==> config.mk <==
export PLATFORM = sky130hd
export DESIGN_NAME = fetch_decode
export DESIGN_NICKNAME = d
export VERILOG_FILES = /design/src/rtl/fetch_decode.sv
export SDC_FILE = /design/constraint.sdc
export NUM_CORES = 1
export LEC_CHECK = 0
export BUFFER_PORTS_ARGS = -buffer_cell sky130_fd_sc_hd__buf_2
export CAP_MARGIN = 20
export CORE_ASPECT_RATIO = 2
export CORE_MARGIN = 3
export CORE_UTILIZATION = 31
export DETAILED_ROUTE_END_ITERATION = 12
export HOLD_SLACK_MARGIN = 0.06
export SLEW_MARGIN = 20
export SYNTH_ARGS = -nofsm -noshare
export SYNTH_HDL_FRONTEND = slang
export SYNTH_SLANG_ARGS = --single-unit
==> constraint.sdc <==
create_clock -name clock -period 3.85 [get_ports clock]
set_input_delay 0.77 -clock clock [delete_from_list [all_inputs] [get_ports clock]]
set_output_delay 0.77 -clock clock [all_outputs]
set_load 0.05 [all_outputs]
==> src/rtl/fetch_decode.sv <==
// fetch_decode: byte-serial Y86-64 fetch and decode with a valid/ready output toward the register file.
module fetch_decode #(
    parameter logic [63:0] RESET_PC = 64'h0,
    parameter logic [3:0]  RSP_ID   = 4'hE
) (
    input  logic        clock,
    input  logic        reset,
    output logic        mem_req,
    output logic [63:0] mem_addr,
    input  logic        mem_ack,
    input  logic [7:0]  mem_rdata,
    input  logic        pc_load,
    input  logic [63:0] pc_in,
    output logic        out_valid,
    input  logic        out_ready,
    output logic [3:0]  icode,
    output logic [3:0]  ifun,
    output logic [3:0]  rA,
    output logic [3:0]  rB,
    output logic [63:0] valC,
    output logic [63:0] valP,
    output logic [3:0]  srcA,
    output logic [3:0]  srcB,
    output logic [3:0]  dstE,
    output logic [3:0]  dstM,
    output logic [1:0]  stat
);
    typedef enum logic [1:0] {FETCH, OUT, STOP} state_t;
    state_t r_state, w_next;
    logic [63:0] r_pc, r_valC, r_valP;
    logic [3:0]  r_cnt, r_len, r_icode, r_ifun, r_rA, r_rB;
    logic [1:0]  r_stat;
    logic        r_go;
    logic        w_load, w_acc, w_last, w_bad, w_out, w_xfer;
    logic [3:0]  w_len;

    function automatic logic [3:0] ilen(input logic [3:0] ic);
        return (ic inside {4'h0, 4'h1, 4'h9}) ? 4'd1 :
               (ic inside {4'h2, 4'h6, 4'hA, 4'hB}) ? 4'd2 :
               (ic inside {4'h7, 4'h8}) ? 4'd9 :
               (ic inside {4'h3, 4'h4, 4'h5}) ? 4'd10 : 4'd0;
    endfunction

    // r_go idles the request for one cycle after reset or a redirect
    assign w_load   = pc_load && r_state != STOP;
    assign mem_req  = r_state == FETCH && r_go;
    assign mem_addr = r_pc + {60'd0, r_cnt};
    assign w_acc    = mem_req && mem_ack && !w_load;
    assign w_len    = r_cnt == 4'd0 ? ilen(mem_rdata[7:4]) : r_len;
    assign w_bad    = w_acc && w_len == 4'd0;
    assign w_last   = w_acc && r_cnt == w_len - 4'd1;
    assign w_out    = r_state == OUT;
    assign w_xfer   = w_out && out_ready && !w_load;

    always_ff @(posedge clock) begin
        if (reset) r_state <= FETCH;
        else       r_state <= w_next;
    end

    always_comb begin
        w_next = r_state;
        if (w_load)                           w_next = FETCH;
        else if (r_state == FETCH && w_bad)   w_next = STOP;
        else if (r_state == FETCH && w_last)  w_next = OUT;
        else if (w_xfer)                      w_next = r_icode == 4'h0 ? STOP : FETCH;
    end

    always_ff @(posedge clock) begin
        if (reset) begin
            r_pc    <= RESET_PC;
            r_cnt   <= 4'd0;
            r_len   <= 4'd0;
            r_go    <= 1'b0;
            r_icode <= 4'h0;
            r_ifun  <= 4'h0;
            r_rA    <= 4'hF;
            r_rB    <= 4'hF;
            r_valC  <= 64'd0;
            r_valP  <= 64'd0;
            r_stat  <= 2'd0;
        end else if (w_load) begin
            r_pc  <= pc_in;
            r_cnt <= 4'd0;
            r_go  <= 1'b0;
        end else begin
            r_go <= 1'b1;
            if (w_acc) begin
                r_cnt <= w_last ? 4'd0 : r_cnt + 4'd1;
                if (r_cnt == 4'd0) begin
                    {r_icode, r_ifun} <= mem_rdata;
                    r_len  <= w_len;
                    r_rA   <= 4'hF;
                    r_rB   <= 4'hF;
                    r_valC <= 64'd0;
                    if (w_bad) r_stat <= 2'd2;
                end else if (r_cnt == 4'd1 && (r_len == 4'd2 || r_len == 4'd10)) begin
                    {r_rA, r_rB} <= mem_rdata;
                end else begin
                    // constant bytes arrive LSB first, so shifting in from the top lands them in place
                    r_valC <= {mem_rdata, r_valC[63:8]};
                end
                if (w_last) r_valP <= r_pc + {60'd0, w_len};
            end
            if (w_xfer) begin
                r_pc <= r_valP;
                if (r_icode == 4'h0) r_stat <= 2'd1;
            end
        end
    end

    assign out_valid = w_out;
    assign icode     = r_icode;
    assign ifun      = r_ifun;
    assign rA        = r_rA;
    assign rB        = r_rB;
    assign valC      = r_valC;
    assign valP      = r_valP;
    assign stat      = r_stat;
    assign srcA = !w_out ? 4'hF :
                  (r_icode inside {4'h2, 4'h4, 4'h6, 4'hA}) ? r_rA :
                  (r_icode inside {4'h9, 4'hB}) ? RSP_ID : 4'hF;
    assign srcB = !w_out ? 4'hF :
                  (r_icode inside {4'h4, 4'h5, 4'h6}) ? r_rB :
                  (r_icode inside {4'h8, 4'h9, 4'hA, 4'hB}) ? RSP_ID : 4'hF;
    assign dstE = !w_out ? 4'hF :
                  (r_icode inside {4'h2, 4'h3, 4'h6}) ? r_rB :
                  (r_icode inside {4'h8, 4'h9, 4'hA, 4'hB}) ? RSP_ID : 4'hF;
    assign dstM = !w_out ? 4'hF :
                  (r_icode inside {4'h5, 4'hB}) ? r_rA : 4'hF;
endmodule

==> run metrics <==
status finished, final reports clean; commonest non-fill, non-tap cell in the layout buf_2; DR pass1 iterations 5; Post-synth EDFFs 0; setup TNS 0 ns; setup slack at placement between 0.08 and 0.09 ns; Total Wirelength 42,950 µm; power density over the cells between 300 and 400 nW/µm²; DRC viols 0; area grow syn2layout 25.58%; final setup fails 0; All-Layer GR Usage 20.21%; commonest non-fill, non-tap cells in the layout 296 x buf_2, 217 x dfxtp_1, 210 x nor2_1; Setup Skew 0.01987 ns; Seq/Total Area, Yosys 37.41%; Synth Instances 1,442; Tmin final 3.778 ns; Post-CTS Hold Buffers 0; die width 144.1 µm; htree depth 1; post-synthesis cell type count 54; Die ar. 40,680 µm²; clock slew at reported path FFs approximately 0.060 ns; final worst slack 0.07196 ns; Critical R2R Capture valP[40]$_SDFFE_PP0P_; Reg-to-Reg Start r_cnt[0]$_SDFFE_PP0P_; Starting Density 31.62%; crit start category flip-flop; WHS Endpoint valC[4]$_SDFFE_PP0P_; Tightest Pin Transition 0.6799 ns; FILL cells 3,837; max cap viols 0; Hold Path Stages 2; syn nets 1,534; average size of a mapped cell 8.202 µm²; port bufs 304; ratio of cells with drive above 1 in the final layout 29.04%; worst min-delay path class reg2reg; crit path DAT about 3 ns; Worst setup EP type primary output; Slew Limit Headroom 54.67%; Root Driver clkbuf_16; critical path class reg2out; clk_lat worst skew around 0.53 ns; peak supply drop 243.2 µV; largest net degree at the start of global routing 76; initial antenna violation count 0; Achievable Freq 264.7 MHz; FFs w/ async S/R, synth 0%; hold_sp valC[4]$_SDFFE_PP0P_; Synth Warn # 0; R2R depth 15; RSZ-0062 raised after global routing no; Final Hold Viols 0; # clock sinks roughly 220; global-route wire length before repair roughly 64,000 µm; top_reg_cell synth dfxtp_1; flops & latches, synth 221; crit path max fanout 4; row count 100; drt wl/cell 19.76 µm; CTS tree built; maximum clock path buffer count 3; global placement routability congestion 0.9655; Nets between 1,500 and 2,000; global route total overflow 0; Core Region between 30,000 and 40,000 µm²; vias post-DR 11,298; DP Area ~14,000 µm²; post-route cell area 14,850 µm²; Iteration-0 DRC Markers 600; Slew Limit Fails 0; IO Pins 305; Hold WS about 0.45 ns; CP required a little over 3 ns; Final Util 39.70%; Final ANT Viol Nets 0; register-to-register setup slack between 0.2 and 0.25 ns; Leakage 5.934 nW; die extent in y between 200 and 300 µm; HPWL Detailed 32,920 µm; number of CTS-inserted buffers 23; synthesized cell area 11,830 µm²; routed vias/inst 5.197; Final Cycle Share 98.13%; vias in the first global route 11,103; diode count 0
synth_stat cells, types with 3 or more instances:
master | number | share of area [%]
inv_1 | 20 | 0.63
nor2_1 | 212 | 6.7
a21oi_1 | 86 | 3.6
and2_1 | 6 | 0.32
o21ai_0 | 7 | 0.30
o21ai_1 | 3 | 0.13
xnor2_1 | 70 | 5.2
buf_1 | 8 | 0.25
nand2_1 | 142 | 4.5
nor4_1 | 14 | 0.74
dfxtp_1 | 221 | 37
buf_6 | 10 | 0.95
xor2_1 | 59 | 4.4
mux2i_1 | 77 | 6.5
nor2b_1 | 6 | 0.32
and4_1 | 3 | 0.22
clkbuf_2 | 4 | 0.17
ha_1 | 13 | 1.4
nand4_1 | 38 | 2.0
a21o_1 | 3 | 0.19
o21a_1 | 6 | 0.38
nand3_1 | 100 | 4.2
a211oi_2 | 46 | 4.9
or2_2 | 11 | 0.58
o211ai_1 | 3 | 0.19
or3_1 | 6 | 0.32
nor3_1 | 37 | 1.6
clkbuf_1 | 90 | 2.9
buf_2 | 22 | 0.93
and3_1 | 3 | 0.16
nand2b_1 | 7 | 0.37
a211oi_1 | 80 | 5.1
registers in the layout (all words and copies together) (netlist names):
name	count
valC	64
r_cnt	4
r_len	4
r_go	1
ifun	4
valP	64
rB	4
r_state	2
rA	4
icode	4
r_pc	64
stat	2
cell families (layout without fill, tap and decap cells):
logic type / count (synthesis) / in the layout / share of synthesized area [%]
simple gates: 598 / 598 / 23.18
compound gates: 246 / 246 / 15.68
flops: 221 / 221 / 37.41
buf+inv: 155 / 428 / 5.861
xor+xnor: 129 / 129 / 9.553
mux: 78 / 78 / 6.612
fa+ha+maj: 15 / 15 / 1.714
metal layers:
layer | wire, µm | share of wire [%] | vias to the layer above | track usage (%)
li1 | - | - | 5508 | -
met3 | 2058 | 4.8 | 121 | 2.352
met1 | 15230 | 35 | 5297 | 21.26
met4 | 2835 | 6.6 | 0 | 12.37
met2 | 22820 | 53 | 372 | 37.49
met5 | 0 | 0 | - | 0
timing repair:
action,CTS,global route
pin swaps,2,6
hold endpoints to repair,0,0
setup buffers,2,9
gates cloned,0,1
resized for setup,17,20
endpoints found under the setup margin,30,79
how the worst max path moves through the flow:
stage	slack (ns)	startpoint	end	depth (start not counted)
floorplan	0.36	r_cnt[0]$_SDFFE_PP0P_	mem_addr[54]	9
global placement	0.21	mem_rdata[6]	valP[26]$_SDFFE_PP0P_	13
detailed placement	0.08	r_cnt[1]$_SDFFE_PP0P_	valP[26]$_SDFFE_PP0P_	14
CTS	-0.04	r_pc[16]$_SDFFE_PP0P_	mem_addr[41]	7
global route	0.004	r_pc[0]$_SDFFE_PP0P_	mem_addr[48]	10
finish	0.07	r_pc[0]$_SDFFE_PP0P_	mem_addr[48]	10
power breakdown:
| part | switching [mW] | internal [mW] |
|---|---|---|
| clock | 1.01 | 1.33 |
| sequential | 0.0841 | 2.34 |
| combinational | 0.467 | 0.222 |
| total | 1.56 | 3.89 |
stage by stage:
stage / cells / power [mW]
5_1_grt: 2174 / 5.662
2_1_floorplan: 1442 / 2.947
3_5_place_dp: 2121 / 3.158
3_3_place_gp: 2121 / 3.153
6_report: 2174 / 5.455
4_1_cts: 2164 / 5.525
critical path, stage by stage, from the launching register on:
cell and delay [ns]:
dfxtp_2 0.34, ha_1 0.21, inv_1 0.07, fa_2 0.21
nor2b_1 0.05, o21a_2 0.25, o211ai_1 0.52, buf_4 0.26
nand2b_1 0.15, xnor2_1 0.14, buf_2 0.29
layout make-up:
type,instances,area (µm²),share of cell area [%]
inverters,20,75.07,0.5054
flip-flops and latches,221,4432,29.84
clock buffers,26,596.8,4.018
clock inverters,15,181.4,1.221
well taps,459,574.3,3.867
repair buffers,367,2143,14.43
multi-input cells,1066,6850,46.12
(Power assumes the default switching activity.)
